### src/rtl/control_sequencer.sv
// control_sequencer: hardwired fetch/execute control unit for the Phase 1 datapath.
// Steps IDLE/T0..T5/HALT and decodes IR into register enables, bus selects and ALU op.
//
// Ports:
//   clk, clr         - clock, synchronous active-high reset
//   run              - level start/continue request
//   IR               - instruction word held by the datapath
//   enable           - register load enables (R0..R15, PC, MDR, IR, Z, MAR, Y)
//   busSelect        - one-hot bus driver select (R0..R15, Zlow, PC, MDR)
//   MR_Read, IncPC   - MDR memory-select, PC increment
//   Control_Signals  - ALU operation code
//   state            - current state encoding
//   instr_done       - pulse in the last execute state
//   halted           - high while in HALT
module control_sequencer #(
  parameter int NREG = 16
) (
  input  logic        clk,
  input  logic        clr,
  input  logic        run,
  input  logic [31:0] IR,
  output logic [31:0] enable,
  output logic [31:0] busSelect,
  output logic        MR_Read,
  output logic        IncPC,
  output logic [3:0]  Control_Signals,
  output logic [3:0]  state,
  output logic        instr_done,
  output logic        halted
);

  localparam int EN_PC   = 20;
  localparam int EN_MDR  = 21;
  localparam int EN_IR   = 23;
  localparam int EN_Z    = 24;
  localparam int EN_MAR  = 25;
  localparam int EN_Y    = 27;
  localparam int BS_ZLO  = 19;
  localparam int BS_PC   = 20;
  localparam int BS_MDR  = 21;

  typedef enum logic [3:0] {
    S_IDLE = 4'd0,
    S_T0   = 4'd7,
    S_T1   = 4'd8,
    S_T2   = 4'd9,
    S_T3   = 4'd10,
    S_T4   = 4'd11,
    S_T5   = 4'd12,
    S_HALT = 4'd13
  } state_t;

  state_t state_q, state_d;

  logic [4:0]  opcode;
  logic [3:0]  ra, rb, rc;
  logic        is_alu, is_halt;
  logic [31:0] ra_sel, rb_sel, rc_sel;

  assign opcode  = IR[31:27];
  assign ra      = IR[26:23];
  assign rb      = IR[22:19];
  assign rc      = IR[18:15];
  assign is_alu  = (opcode >= 5'd3) && (opcode <= 5'd12);
  assign is_halt = (opcode == 5'd31);

  // Out-of-range register fields select nothing.
  assign ra_sel = (int'(ra) < NREG) ? (32'd1 << ra) : '0;
  assign rb_sel = (int'(rb) < NREG) ? (32'd1 << rb) : '0;
  assign rc_sel = (int'(rc) < NREG) ? (32'd1 << rc) : '0;

  always_comb begin
    state_d         = state_q;
    enable          = '0;
    busSelect       = '0;
    MR_Read         = 1'b0;
    IncPC           = 1'b0;
    Control_Signals = 4'd0;
    instr_done      = 1'b0;
    halted          = 1'b0;
    unique case (state_q)
      S_IDLE: begin
        if (run) state_d = S_T0;
      end
      S_T0: begin
        busSelect[BS_PC] = 1'b1;
        enable[EN_MAR]   = 1'b1;
        enable[EN_PC]    = 1'b1;
        IncPC            = 1'b1;
        state_d          = S_T1;
      end
      S_T1: begin
        MR_Read        = 1'b1;
        enable[EN_MDR] = 1'b1;
        state_d        = S_T2;
      end
      S_T2: begin
        busSelect[BS_MDR] = 1'b1;
        enable[EN_IR]     = 1'b1;
        state_d           = S_T3;
      end
      S_T3: begin
        unique case (1'b1)
          is_alu: begin
            busSelect    = rb_sel;
            enable[EN_Y] = 1'b1;
            state_d      = S_T4;
          end
          is_halt: state_d = S_HALT;
          default: begin
            instr_done = 1'b1;
            state_d    = run ? S_T0 : S_IDLE;
          end
        endcase
      end
      S_T4: begin
        busSelect       = rc_sel;
        enable[EN_Z]    = 1'b1;
        Control_Signals = 4'(opcode - 5'd1);
        state_d         = S_T5;
      end
      S_T5: begin
        busSelect[BS_ZLO] = 1'b1;
        enable            = ra_sel;
        instr_done        = 1'b1;
        state_d           = run ? S_T0 : S_IDLE;
      end
      S_HALT: begin
        halted = 1'b1;
      end
      default: state_d = S_IDLE;
    endcase
  end

  always_ff @(posedge clk) begin
    if (clr) state_q <= S_IDLE;
    else     state_q <= state_d;
  end

  assign state = state_q;

endmodule

### config.mk
export PLATFORM = sky130hd
export DESIGN_NAME = control_sequencer
export DESIGN_NICKNAME = d
export VERILOG_FILES = /design/src/rtl/control_sequencer.sv
export SDC_FILE = /design/constraint.sdc
export NUM_CORES = 1
export LEC_CHECK = 0
export CORE_UTILIZATION = 25
export DETAILED_ROUTE_END_ITERATION = 12
export PLACE_DENSITY = 0.81
export SLEW_MARGIN = 5
export SYNTH_ARGS = -nofsm -noshare
export SYNTH_HDL_FRONTEND = slang
export SYNTH_SLANG_ARGS = --single-unit
export TNS_END_PERCENT = 50
### constraint.sdc
create_clock -name clk -period 3.1 [get_ports clk]
set_input_delay 0.775 -clock clk [delete_from_list [all_inputs] [get_ports clk]]
set_output_delay 0.775 -clock clk [all_outputs]
set_load 0.01 [all_outputs]
; ---- Yosys cells after proc, flatten, opt, wreduce, memory -nomap -nowiden
; Cells that the tools add are included.
[classes]
bitwise = 1
shifts = 3
div_mod_pow = 0
add_sub_neg = 1
n_eq_ne = 9
mul = 0
reduce_logical = 4
magnitude_cmp = 2
n_mux = 27
[op_table]
columns = op, n
row1 = "1-bit by 4-bit << shifter with 32-bit output, first input constant", 3
row2 = 19-bit one-hot mux with 2 select lines, 1
row3 = 32-bit two-way mux, 1
row4 = 4-bit one-hot mux with 8 select lines, 1
row5 = "4-bit == test, second input constant", 6
row6 = 20-bit two-way mux, 1
row7 = 10-bit one-hot mux with 2 select lines, 1
row8 = 1-bit one-hot mux with 2 select lines, 7
row9 = 4-bit two-way mux, 3
row10 = 1-bit one-hot mux with 3 select lines, 3
row11 = 4-bit one-hot mux with 2 select lines, 1
row12 = 1-bit two-way mux, 7
row13 = "5-bit == test, second input constant", 1
row14 = "5-bit by 2-bit >= comparator with 1-bit output, second input constant", 1
row15 = "5-bit by 4-bit <= comparator with 1-bit output, second input constant", 1
row16 = "4-bit by 3-bit == test with 1-bit output, second input constant", 1
row17 = 4-bit logical NOT, 1
row18 = "4-bit by 1-bit subtractor with 4-bit output, second input constant", 1
row19 = 3-bit two-way mux, 1
row20 = "2-bit != test, second input constant", 1
row21 = 2-bit AND reduction, 1
row22 = 2-bit OR reduction, 1
row23 = 1-bit logical AND, 1
row24 = 1-bit NOT, 1
[totals]
mem_bits_ro = 0
register_bits = 4
mem_count = 0
mem_bits_rw = 0
latchBits = 0
wordCells = 48

; ---- Logic depth before layout (Yosys ltp)
[depth]
ltp_word = 5
ltp_mapped = 6
ltp_nobuf = 6

; ---- Worst setup path after synthesis
; No wires, ideal clock.
[synth_timing]
kind = input port to output port
start = in IR[27]
end = out busSelect[1]
t_arrival_ns = 2.223
path_slack_ns = 0.102
stages = 6
path_buffers = 0
cell_sequence = inv_1 > ha_1 > and3b_1 > or3_1 > or4_4 > o22ai_1
[synth_between]
elab_chain_cells = 4
[synth_rtl]
columns = item, line
row1 = from (decl), 21  ; input logic [31:0] IR,
row2 = 5-bit by 2-bit >= comparator with 1-bit output / 5-bit by 4-bit <= comparator with 1-bit output (equally long branches), 64  ; assign is_alu = (opcode >= 5'd3) && (opcode <= 5'd12);
row3 = 1-bit logical AND (*), 64
row4 = 32-bit two-way mux (*), 103  ; unique case (1'b1)
row5 = 19-bit one-hot mux with 2 select lines (*), 81  ; unique case (state_q)
row6 = to (decl), 23  ; output logic [31:0] busSelect,
; Mark *: on every way between the ends. The rest lies on a longest branch, timed or not.

; ---- Worst setup path after layout
; Ends and elaborated chain as after synthesis.

==> results by stage <==
Yosys:
- The most frequently used cell type in the post-synthesis netlist is buf_4.
- The share of synthesized cell area in and, or, nand and nor gates is 40.4%.
- Synthesis produced a netlist whose cell count is 159.
- The Yosys step of the flow raised 0 warnings.
- The average instance area after synthesis is 6.50 um2.
- The cell area after synthesis is 1030 um2.
- The total of flip-flops plus latches after synthesis is 4.
- Summed over all instances, the cell type with the most area after synthesis is buf_4.
- For this run, asynchronously set or reset flops after synthesis account for 0%.
- The main combinational cell family by area after synthesis is simple AND/OR/NAND/NOR gates.
- The most used flip-flop cell after synthesis is dfxtp_1.
- Of the post-synthesis cell area, the dominant cell type holds 18.2%.
- The synthesized netlist devotes 2.54% of its cell area to XOR and XNOR gates.
- The share of the synthesized area in compound gates (AO/OA/AOI/OAI) is 24.3%.
- The number of enable-type register cells in the synthesized netlist is 0.
- Summing the sequential cell areas from Yosys gives under 10% of the chip area.
- Counting distinct cell types in the post-synthesis netlist gives 40.
- The post-synthesis share of cell area spent on full adders, half adders and majority gates is 2.42%.
- The mux share of post-synthesis cell area is 0%.
- By area the synthesized netlist is led by buf_4 18%, o22ai_1 11%, nor2_1 8.4%, dfxtp_1 7.7%, nand2b_1 6.1%.
- Sorting the synthesized cells by how often they occur yields 25 x buf_4, 23 x nor2_1, 18 x o22ai_1.

Layout:
- The proportion of layout cells with a drive suffix above 1 is 25.0%.
- The register with the most flip-flops in the layout has 4 of them.
- The area growth from synthesis to layout is 89.8%.
- After filler insertion, the fill cell instance count of the layout stands at 400.
- The number of antenna diodes in the final layout is 0.
- The final-stage net count is 291.
- The utilization of the core after routing is 49.4%.

Place:
- Port buffering added 72 buffers.
- Before CTS, the worst setup slack after placement is -835 ps.
- The wire-length estimate of the detail-placed layout is 2740 um.
- Routability-driven placement finished with a final weighted congestion of 0.981.

GRT:
- The largest net degree at the start of global routing is 16.
- The number of global-route vias before repair was ~1,200.
- The first global-routing pass estimated 5350 um of wire.
- The global router's overall resource usage is 15.0%.
- The initial antenna violation count is 0.
- The total overflow left after global routing is 0.

Drt:
- The total wire length is 3600 um.
- In the routed layout, each cell is associated on average with a via count of just under 5.
- The via count is between 1,000 and 1,500.
- In the routed design, unresolved DRC markers number 0.
- Summed over all nets, wire length on met2 after detailed routing comes to 1910 um.
- The detail-routed net length per standard cell is 11.9 um.
- After detailed routing, no signal wire sits above met4.
- Once detail routing completed, the nets flagged for antenna violations numbered 0.
- The detailed route wirelength on metal3 is 211 um.
- The first detailed-routing pass took 4 iterations.
- The wire length on met1 is 1440 um.
- The violation count after the first detailed-route iteration is 30.

Hold path:
- The tightest min-delay check is of the reg2reg type.

Setup path:
- STA puts the critical path data required time at around 2300 ps.
- Of all nets on the critical path, the largest fanout is 4.
- For the worst setup path, the data arrival time is 2320 ps.
- STA classifies the critical path startpoint as a primary input.
- STA classifies the critical path endpoint as an output port.
- By startpoint and endpoint, the worst setup path is classified as in2out.

Floorplan:
- The die extent in x is roughly 66 um.
- The count of pins on the block boundary is 111.
- For this configuration, the core starts out at a cell density of 26.0%.
- The number of cell rows is 23.
- Measured along the y axis, the die boundary spans about 66 um.
- In this run the standard cell core region covers about 4000 um2.
- The die area is approximately 4400 um2.

Power and ir drop:
- VDD sags by at most 0.194 mV.
- Summed over all cells, the static leakage comes to between 0.8 and 0.9 nW.
- Dividing total power by cell area gives a power density of 176 nW/um2.

Clocking:
- The post-CTS clock slew at the launch and capture registers of the worst setup and hold paths is about 30 ps.
- The clock insertion delay at the later pin of the skew report is 210 ps.
- After clock tree synthesis, the flow added hold-fix buffers numbering 0.
- In this run, CTS created clock tree buffers numbering 3.
- CTS built an H-tree with a depth of 1.
- The number of clock sinks is 4.
- The worst-case clock buffer depth is 2.
- CTS placed an instance of clkbuf_8 at the clock tree root.
- The TritonCTS clock tree is done.

STA:
- The maximum clock frequency is 0.323 GHz.
- The number of hold-slack violations in the final timing report is 0.
- In the post-route analysis, the smallest setup slack over all paths is 3.84 ps.
- Setup violations remaining at the end of the flow were counted as 0.
- The final max-slew violation count is 0.
- Setup repair after global routing could not meet its margin everywhere.
- The minimum period implied by the final worst setup slack is 3100 ps.
- The part of the cycle the worst path needs is 99.9%.
- Between clock sinks in the finished design, the worst skew comes to 1.03 ps.

Status:
- The run finished with clean final reports.

Flow run:
- The count of maximum capacitance violations is 0.
-- through the flow --
stage / cells / hold slack, ps / TNS, ps / total power [mW] / instance area [um2]
final: 302 / 604 / 0 / 0.345 / 1960
after global routing: 302 / 683 / -257 / 0.373 / 1960
after CTS: 302 / 598 / -482 / 0.340 / 1910
after detailed placement: 292 / 594 / -13160 / 0.226 / 1840
after global placement: 292 / 590 / -12800 / 0.224 / 1840
after floorplan: 181 / 691 / 0 / 0.169 / 1120
-- worst max-delay path, stage by stage --
cell and delay (ps):
buf_8 110, inv_4 50, ha_4 110, and3b_1 170, or3_1 320, or4_4 460, o22ai_1 170, buf_2 150
-- routing by layer --
layer / track usage, % / vias to the layer above
li1: - / 719
met1: 17.7 / 672
met2: 28.2 / 59
met3: 2.24 / 4
met4: 3.19 / 0
met5: 0 / -
-- layout make-up --
type,instances,area (um2),share of cell area (%)
Inverter,6,27.5,1.40
Sequential cell,4,81.3,4.15
Tap cell,50,62.6,3.19
Clock buffer,3,41.3,2.10
Timing Repair Buffer,98,868,44.3
Multi-Input combinational cell,141,881,44.9
-- report_power, final --
part	internal, mW	switching (mW)
clock network	0.0824	0.0228
logic	0.0862	0.0877
registers	0.0576	0.00875
total	0.226	0.119
-- cell usage in the layout (no fill, tap or decap), types with 2 or more instances in the layout --
cell	synthesis	routed
a21boi_0	2	2
a21oi_1	5	5
and4b_1	3	3
buf_2	0	11
buf_4	25	22
buf_6	0	4
buf_8	0	2
clkbuf_2	0	3
clkbuf_8	0	3
clkdlybuf4s15_1	0	2
clkdlybuf4s15_2	0	2
clkdlybuf4s50_1	0	45
conb_1	1	23
dfxtp_1	4	3
dlygate4sd2_1	0	5
ha_4	0	2
inv_1	6	4
inv_4	0	2
nand2_1	7	7
nand2b_1	10	10
nand3_1	4	3
nand3b_1	5	5
nor2_1	23	23
nor3_1	9	9
o21ai_0	4	4
o22ai_1	18	15
o22ai_2	0	3
or2_2	2	2
or3_1	2	2
or4_4	1	2
xnor2_1	2	2
-- cell families after synthesis --
| logic type | after synthesis |
|---|---|
| AO/OA/AOI/OAI | 38 |
| XOR/XNOR | 3 |
| adder cells (fa/ha/maj) | 2 |
| buffers and inverters | 36 |
| flip-flops | 4 |
| other | 1 |
| AND/OR/NAND/NOR | 75 |
-- final timing paths --
path	from	to	slack (ps)	cells past startpoint
worst max-delay path	IR[27]	busSelect[1]	4	8
worst min-delay path	state[0]$_SDFFE_PP0P_	state[3]$_SDFFE_PP0P_	600	2
worst max register to register	state[3]$_SDFFE_PP0P_	state[0]$_SDFFE_PP0P_	1630	5
worst min register to register	state[0]$_SDFFE_PP0P_	state[3]$_SDFFE_PP0P_	600	2
-- repair_timing --
action                                  in CTS  in global routing
endpoints found under the setup margin      24                 18
pin swaps                                    8                  9
buffers inserted                             7                  0
gates resized for setup                     85                 20
(Power assumes the default switching activity.)
